$ cat config.mk
export PLATFORM = sky130hd
export DESIGN_NAME = fetch_unit
export DESIGN_NICKNAME = d
export VERILOG_FILES = /design/src/rtl/fetch_pkg.sv /design/src/rtl/fetch_fifo.sv /design/src/rtl/fetch_unit.sv
export SDC_FILE = /design/constraint.sdc
export NUM_CORES = 1
export LEC_CHECK = 0
export BUFFER_PORTS_ARGS = -buffer_cell sky130_fd_sc_hd__buf_2
export CORE_UTILIZATION = 44
export DETAILED_ROUTE_END_ITERATION = 8
export GPL_ROUTABILITY_DRIVEN = 0
export MAX_ROUTING_LAYER = met4
export SLEW_MARGIN = 20
export SYNTH_ARGS = -nofsm -noshare
export SYNTH_HDL_FRONTEND = slang
export SYNTH_SLANG_ARGS = --single-unit
$ cat constraint.sdc
create_clock -name clk -period 4.1 [get_ports clk]
set_input_delay 0.82 -clock clk [delete_from_list [all_inputs] [get_ports clk]]
set_output_delay 0.82 -clock clk [all_outputs]
set_load 0.005 [all_outputs]
$ cat src/rtl/fetch_pkg.sv
// Shared widths, reset default and queue entry type for the instruction fetch stage.
package fetch_pkg;
  localparam int XLEN    = 32;
  localparam int INSTR_W = 32;
  localparam logic [XLEN-1:0] RESET_PC_DEF = 32'h0000_0000;

  typedef struct packed {
    logic [XLEN-1:0]    pc;
    logic [INSTR_W-1:0] instr;
  } fetch_entry_t;

  function automatic logic [XLEN-1:0] align_word(input logic [XLEN-1:0] addr);
    return {addr[XLEN-1:2], 2'b00};
  endfunction
endpackage

$ cat src/rtl/fetch_fifo.sv
// Synchronous FIFO with registered storage, synchronous flush and occupancy count.
module fetch_fifo
  import fetch_pkg::*;
#(
  parameter type T_ENTRY = fetch_entry_t,
  parameter int  DEPTH   = 4
) (
  input  logic                   clk,
  input  logic                   rst,
  input  logic                   i_push,
  input  T_ENTRY                 i_push_data,
  input  logic                   i_pop,
  input  logic                   i_flush,
  output T_ENTRY                 o_head,
  output logic [$clog2(DEPTH):0] o_count,
  output logic                   o_full,
  output logic                   o_empty
);
  localparam int PW = $clog2(DEPTH);
  localparam int CW = PW + 1;

  T_ENTRY          r_mem [DEPTH];
  logic [PW-1:0]   r_wptr;
  logic [PW-1:0]   r_rptr;
  logic [CW-1:0]   r_count;

  // DEPTH is a power of two, so the pointers wrap on their own.
  always_ff @(posedge clk) begin
    if (!rst || i_flush) begin
      r_wptr  <= '0;
      r_rptr  <= '0;
      r_count <= '0;
    end else begin
      if (i_push) r_wptr <= r_wptr + PW'(1);
      if (i_pop)  r_rptr <= r_rptr + PW'(1);
      r_count <= r_count + CW'(i_push) - CW'(i_pop);
    end
  end

  always_ff @(posedge clk) begin
    if (i_push) r_mem[r_wptr] <= i_push_data;
  end

  assign o_head  = r_mem[r_rptr];
  assign o_count = r_count;
  assign o_full  = (r_count == CW'(DEPTH));
  assign o_empty = (r_count == '0);
endmodule

$ cat src/rtl/fetch_unit.sv
// Instruction fetch: owns the PC, issues credit-limited memory requests and queues
// returned words with their PC; redirects flush the queue and drop stale responses.
module fetch_unit
  import fetch_pkg::*;
#(
  parameter int              DEPTH    = 4,
  parameter logic [XLEN-1:0] RESET_PC = RESET_PC_DEF
) (
  input  logic               clk,
  input  logic               rst,
  input  logic               redirect_valid,
  input  logic [XLEN-1:0]    redirect_pc,
  output logic               imem_req_valid,
  input  logic               imem_req_ready,
  output logic [XLEN-1:0]    imem_req_addr,
  input  logic               imem_resp_valid,
  input  logic [INSTR_W-1:0] imem_resp_data,
  output logic               instr_valid,
  input  logic               instr_ready,
  output logic [INSTR_W-1:0] instr,
  output logic [XLEN-1:0]    instr_pc
);
  localparam int CW = $clog2(DEPTH) + 1;

  logic [XLEN-1:0] r_pc;
  logic [CW-1:0]   r_drop_cnt;

  logic [CW-1:0]   w_inflight;
  logic [CW-1:0]   w_occ;
  logic [CW:0]     w_credit_used;
  logic            w_req_fire;
  logic            w_resp_drop;
  logic            w_q_push;
  logic            w_q_pop;
  logic [XLEN-1:0] w_tag_head;
  logic            w_tag_full;
  logic            w_tag_empty;
  logic            w_q_full;
  logic            w_q_empty;
  fetch_entry_t    w_q_in;
  fetch_entry_t    w_q_head;

  // Credit counts requests in flight plus words queued; a same-cycle pop is not credited.
  assign w_credit_used  = {1'b0, w_inflight} + {1'b0, w_occ};
  assign imem_req_valid = rst & ~redirect_valid & (w_credit_used < (CW+1)'(DEPTH))
                          & (r_drop_cnt == '0);
  assign imem_req_addr  = r_pc;
  assign w_req_fire     = imem_req_valid & imem_req_ready;

  assign w_resp_drop = (r_drop_cnt != '0) | redirect_valid;
  assign w_q_push    = imem_resp_valid & ~w_resp_drop;
  assign w_q_pop     = instr_valid & instr_ready;

  assign w_q_in.pc    = w_tag_head;
  assign w_q_in.instr = imem_resp_data;

  always_ff @(posedge clk) begin
    if (!rst) begin
      r_pc       <= RESET_PC;
      r_drop_cnt <= '0;
    end else if (redirect_valid) begin
      r_pc       <= align_word(redirect_pc);
      r_drop_cnt <= w_inflight - CW'(imem_resp_valid);
    end else begin
      if (w_req_fire) r_pc <= r_pc + XLEN'(4);
      if (imem_resp_valid && (r_drop_cnt != '0)) r_drop_cnt <= r_drop_cnt - CW'(1);
    end
  end

  // The tag FIFO is never flushed: dropped responses still pop their tag.
  fetch_fifo #(.T_ENTRY(logic [XLEN-1:0]), .DEPTH(DEPTH)) u_tag_fifo (
    .clk         (clk),
    .rst         (rst),
    .i_push      (w_req_fire),
    .i_push_data (r_pc),
    .i_pop       (imem_resp_valid),
    .i_flush     (1'b0),
    .o_head      (w_tag_head),
    .o_count     (w_inflight),
    .o_full      (w_tag_full),
    .o_empty     (w_tag_empty)
  );

  fetch_fifo #(.T_ENTRY(fetch_entry_t), .DEPTH(DEPTH)) u_instr_q (
    .clk         (clk),
    .rst         (rst),
    .i_push      (w_q_push),
    .i_push_data (w_q_in),
    .i_pop       (w_q_pop),
    .i_flush     (redirect_valid),
    .o_head      (w_q_head),
    .o_count     (w_occ),
    .o_full      (w_q_full),
    .o_empty     (w_q_empty)
  );

  assign instr_valid = rst & ~w_q_empty;
  assign instr       = w_q_head.instr;
  assign instr_pc    = w_q_head.pc;

  always_ff @(posedge clk) begin
    if (rst) begin
      assert (!(w_q_push && w_q_full));
      assert (!(w_req_fire && w_tag_full));
      assert (!(imem_resp_valid && w_tag_empty));
    end
  end
endmodule

# == Yosys cells after proc, flatten, opt, wreduce, memory -nomap -nowiden ==
# Memory sizes are Yosys's and may differ from the RTL's. A register that Yosys moved wholly into a read port is not among the register bits.
# Cells that the tools add are included.
# totals
ff_bits,49
ram_bits,384
input_bits,70
output_inout_bits,98
word_cells,57
mem_count,2
# mem_list
name,depth,word_bits,rd,rd_ports_with_merged_regs,write_ports,line_no,text
u_instr_q.r_mem,4,64,1,1,1,fetch_fifo.sv:22,T_ENTRY r_mem [DEPTH];
u_tag_fifo.r_mem,4,32,1,1,1,fetch_fifo.sv:22,
# op_classes
add_sub_neg,12
order_cmp,1
mux,12
bitwise_logic,12
n_reduce_logical,9
# ops
cell,count
32-bit 2-to-1 mux,2
"32-bit by 3-bit adder with 32-bit output, second input constant",1
3-bit by 1-bit subtractor with 3-bit output,3
"2-bit by 1-bit adder with 2-bit output, second input constant",4
2-bit 2-to-1 mux,4
1-bit bitwise AND,7
3-bit by 1-bit adder with 3-bit output,2
3-bit logical NOT,2
3-bit 2-to-1 mux,2
3-bit by 3-bit adder with 4-bit output,1
"4-bit by 3-bit less-than comparator with 1-bit output, second input constant",1
1-bit 2-to-1 mux,4
1-bit NOT,4
2-bit nonzero test,2
3-bit nonzero test,1
"3-bit by 1-bit subtractor with 3-bit output, second input constant",1
2-bit OR reduction,1
1-bit logical AND,1
1-bit logical NOT,1
1-bit logical OR,1
1-bit bitwise OR,1

# == Longest topological paths before layout ==
# depth
depth_word,7
mapped_depth,13
ltp_nobuf,12

# == Hierarchy ==
# From an unflattened synthesis, not the netlist that was laid out.
# hier_totals
cells_unflattened,862
hier_area_um2,16968.8
# by_module_without_submodules
module,instances,cells_each,area_per_inst_um2,seq_area_each_um2
fetch_fifo at u_instr_q,1,380,9761.9,7867.5
fetch_fifo at u_tag_fifo,1,213,5109.9,4023.9
fetch_unit,1,269,2097.0,660.6

# == Least setup slack after synthesis ==
# No wires, ideal clock.
# synth_path
path_type,in2reg
startpoint,in redirect_valid
endpoint,"mem u_instr_q.r_mem[0][0] in the netlist's numbering, enable pin"
setup_ns,0.427
arrival_time_ns,2.690
setup_slack_ns,0.984
cell_stages,3
n_path_buf,1
cell_sequence,clkbuf_1 nor2_1 and2_1
# synth_between
elab_chain_cells,5
# synth_rtl
item,line_no,text
"start, declared",fetch_unit.sv:11,"input logic redirect_valid,"
1-bit bitwise OR,fetch_unit.sv:50,assign w_resp_drop = (r_drop_cnt != '0) | redirect_valid;
1-bit NOT,fetch_unit.sv:51,assign w_q_push = imem_resp_valid & ~w_resp_drop;
1-bit bitwise AND,fetch_unit.sv:51,
1-bit 2-to-1 mux,fetch_fifo.sv:41,if (i_push) r_mem[r_wptr] <= i_push_data;
1-bit 2-to-1 mux (not written as such),fetch_fifo.sv:41,
"end, declared",fetch_fifo.sv:22,
# Every way passes these cells.

==> flow_metrics.env <==
export IMPL_crit_path_end="instr_pc[30]"
export IMPL_ant_nets=0
export IMPL_cp_start_kind="flop"
export IMPL_portBuffers=161
export IMPL_drc=0
export IMPL_crit_arrival_ns=2.25
export IMPL_drive_above_1_share=0.336
export IMPL_required_ns=3.28
export IMPL_routed_wl_mm=33.0
export IMPL_antenna_found_initial=2
export IMPL_num_io_pins=168
export IMPL_cts_hold_buffers_added=0
export IMPL_core_area_um2=36500
export IMPL_synth_edf_count=368
export IMPL_row_count=70
export IMPL_drt_pass1_iterations=7
export IMPL_synth_distinct_cells=60
export IMPL_final_period_utilization=0.748
export IMPL_cts_tree="yes"
export IMPL_cts_resized=0
export IMPL_final_fill_count=2923
export IMPL_postSynthCellCount=845
export IMPL_hold_path_class="in2reg"
export IMPL_vias=8357
export IMPL_synth_common_cells="368 x edfxtp_1, 92 x mux4_2, 51 x dfxtp_1"
export IMPL_layout_nets=1124
export IMPL_synthFlopType="edfxtp_1"
export IMPL_rsz0062_at_grt="false"
export IMPL_worstSetupPathType="reg2out"
export IMPL_yosys_cell_count_top_type="edfxtp_1"
export IMPL_p_leak_nw=6.46
export IMPL_ys_seq_elements=419
export IMPL_multi_input_area_um2=3940
export IMPL_postCtsSetupRepairBufs=0
export IMPL_synth_top_area_frac=0.679
export IMPL_fp_dieH_um=194
export IMPL_die_x_um=194
export IMPL_synthTopCellsByArea="edfxtp_1 68%, mux4_2 13%, dfxtp_1 6.3%, ha_1 1.5%, and2_1 0.88%"
export IMPL_hold_violations=0
export IMPL_outcome="complete, no violations"
export IMPL_wl_per_cell_um=21.5
export IMPL_slew_violations=0
export IMPL_drt_iter0_drc=573
export IMPL_grt_pass1_vias=8425
export IMPL_htree_levels=2
export IMPL_post_dp_hpwl_mm=19.9
export IMPL_rr_startpoint="u_tag_fifo.o_count[2]$_SDFF_PN0_"
export IMPL_slew_headroom=0.364
export IMPL_endpoint_kind="output port"
export IMPL_placed_cell_area_um2=17700
export IMPL_seq_area_frac_synth=0.741
export IMPL_die_area_um2=37800
export IMPL_clkSinkCount=419
export IMPL_tightestPinTransition_ns=0.947
export IMPL_timing_fmax_mhz=326
export IMPL_finClkSkew_ns=0.0176
export IMPL_syn_avg_cell_area_um2=19.3
export IMPL_cts_buffer_depth=3
export IMPL_r2r_end="u_tag_fifo.o_count[2]$_SDFF_PN0_"
export IMPL_clk_pin_slew_ns=0.06
export IMPL_cap_violations=0
export IMPL_seqCellArea_um2=12100
export IMPL_finalCriticalPeriod_ns=3.07
export IMPL_grt_max_degree=52
export IMPL_reg2regPathDepth=11
export IMPL_grt_pass1_wl_mm=50.8
export IMPL_yosys_warnings=0
export IMPL_p_per_area_nw_per_um2=480
export IMPL_grt_ovfl_total=0
export IMPL_crit_fanout=18
export IMPL_async_flop_share=0
export IMPL_post_drt_via_cell_ratio=5.45
export IMPL_r2r_slack_ns=1.18
export IMPL_setup_viol=0
export IMPL_numCtsBuffers=45
export IMPL_setup_tns_ns=0
export IMPL_insertion_delay_ns=0.55
export IMPL_peakVddDrop_mv=0.271
export IMPL_root_buffer="clkbuf_16"
export IMPL_grt_usage=0.184
export IMPL_syn_cell_area_um2=16300
export IMPL_area_growth_pct=17.0
export IMPL_initial_core_util=0.446
export IMPL_final_area_um2=19000
export IMPL_yosys_area_top_type="edfxtp_1"
## through the flow
step / setup WS [ns] / cells / util / power [mW] / hold slack [ns]
6_report: 1.03 / 1532 / 0.521 / 9.14 / 0.498
5_1_grt: 0.852 / 1532 / 0.521 / 9.45 / 0.479
4_1_cts: 0.935 / 1530 / 0.521 / 9.25 / 0.467
3_5_place_dp: 0.892 / 1454 / 0.485 / 5.54 / 0.516
3_3_place_gp: 0.901 / 1454 / 0.485 / 5.53 / 0.501
2_1_floorplan: 0.984 / 848 / - / 5.29 / 0.476
## area by class of cell
cell class | instances | share of cell area
clock inverter | 25 | 0.00907
multi-input combinational | 361 | 0.207
antenna | 2 | 0.000263
timing repair buffer | 181 | 0.0535
inverter | 25 | 0.00493
clock buffer | 51 | 0.0603
tap | 468 | 0.0308
sequential | 419 | 0.634
## worst min-delay path by stage
stage / from / end / slack, ns / cells after the start
detailed placement: u_tag_fifo.r_wptr[1]$_SDFFE_PN0P_ / u_tag_fifo.r_wptr[1]$_SDFFE_PN0P_ / 0.52 / 2
CTS: imem_resp_data[14] / u_instr_q.r_mem[1][14]$_DFFE_PP_ / 0.47 / 1
floorplan: u_tag_fifo.r_wptr[1]$_SDFFE_PN0P_ / u_tag_fifo.r_wptr[1]$_SDFFE_PN0P_ / 0.48 / 2
finish: imem_resp_data[14] / u_instr_q.r_mem[1][14]$_DFFE_PP_ / 0.50 / 1
global route: imem_resp_data[3] / u_instr_q.r_mem[1][3]$_DFFE_PP_ / 0.48 / 1
global placement: u_tag_fifo.r_wptr[1]$_SDFFE_PN0P_ / u_tag_fifo.r_wptr[1]$_SDFFE_PN0P_ / 0.50 / 2
## per-layer routing
layer,part of all wire,GRT usage,vias up
li1,-,-,3778
met1,0.46,0.259,4265
met2,0.46,0.270,254
met3,0.053,0.0342,60
met4,0.030,0.0658,0
met5,0,-,-
## where the power goes
part / internal [mW] / switching, mW
clock network: 2.12 / 1.58
registers: 4.79 / 0.110
logic: 0.262 / 0.281
## critical path, cell delays in order, from the launching register on
cell	delay [ns]
dfxtp_4	0.55
buf_4	0.43
mux4_2	0.57
buf_2	0.14
## sequential cells by signal, indices dropped and copies added, names as in the netlist, named ones only
name / flops
u_instr_q.o_count: 3
u_tag_fifo.o_count: 3
u_tag_fifo.r_mem: 120
u_instr_q.r_mem: 248
u_instr_q.r_rptr: 2
u_tag_fifo.r_rptr: 2
imem_req_addr: 30
r_drop_cnt: 3
u_tag_fifo.r_wptr: 2
u_instr_q.r_wptr: 2
## kinds of logic after synthesis
kind of cell,Yosys count,share of synthesized area
flip-flops,419,0.741
buffers and inverters,68,0.0181
multiplexers,100,0.132
XOR/XNOR,17,0.00914
other,1,0.000230
adder cells (fa/ha/maj),21,0.0171
AO/OA/AOI/OAI,79,0.0343
AND/OR/NAND/NOR,140,0.0475
## layout by cell type (no fill, tap or decap), types with 15 or more instances in the layout
cell type | synthesis | layout
clkbuf_16 | 0 | 45
mux4_2 | 92 | 92
nand2_1 | 29 | 29
o21ai_0 | 15 | 15
dfxtp_1 | 51 | 47
buf_4 | 5 | 15
buf_2 | 11 | 161
nand3_1 | 25 | 25
and2_1 | 23 | 19
edfxtp_1 | 368 | 368
nor2_1 | 21 | 21
ha_1 | 19 | 19
inv_1 | 24 | 24
(Power assumes the default switching activity.)
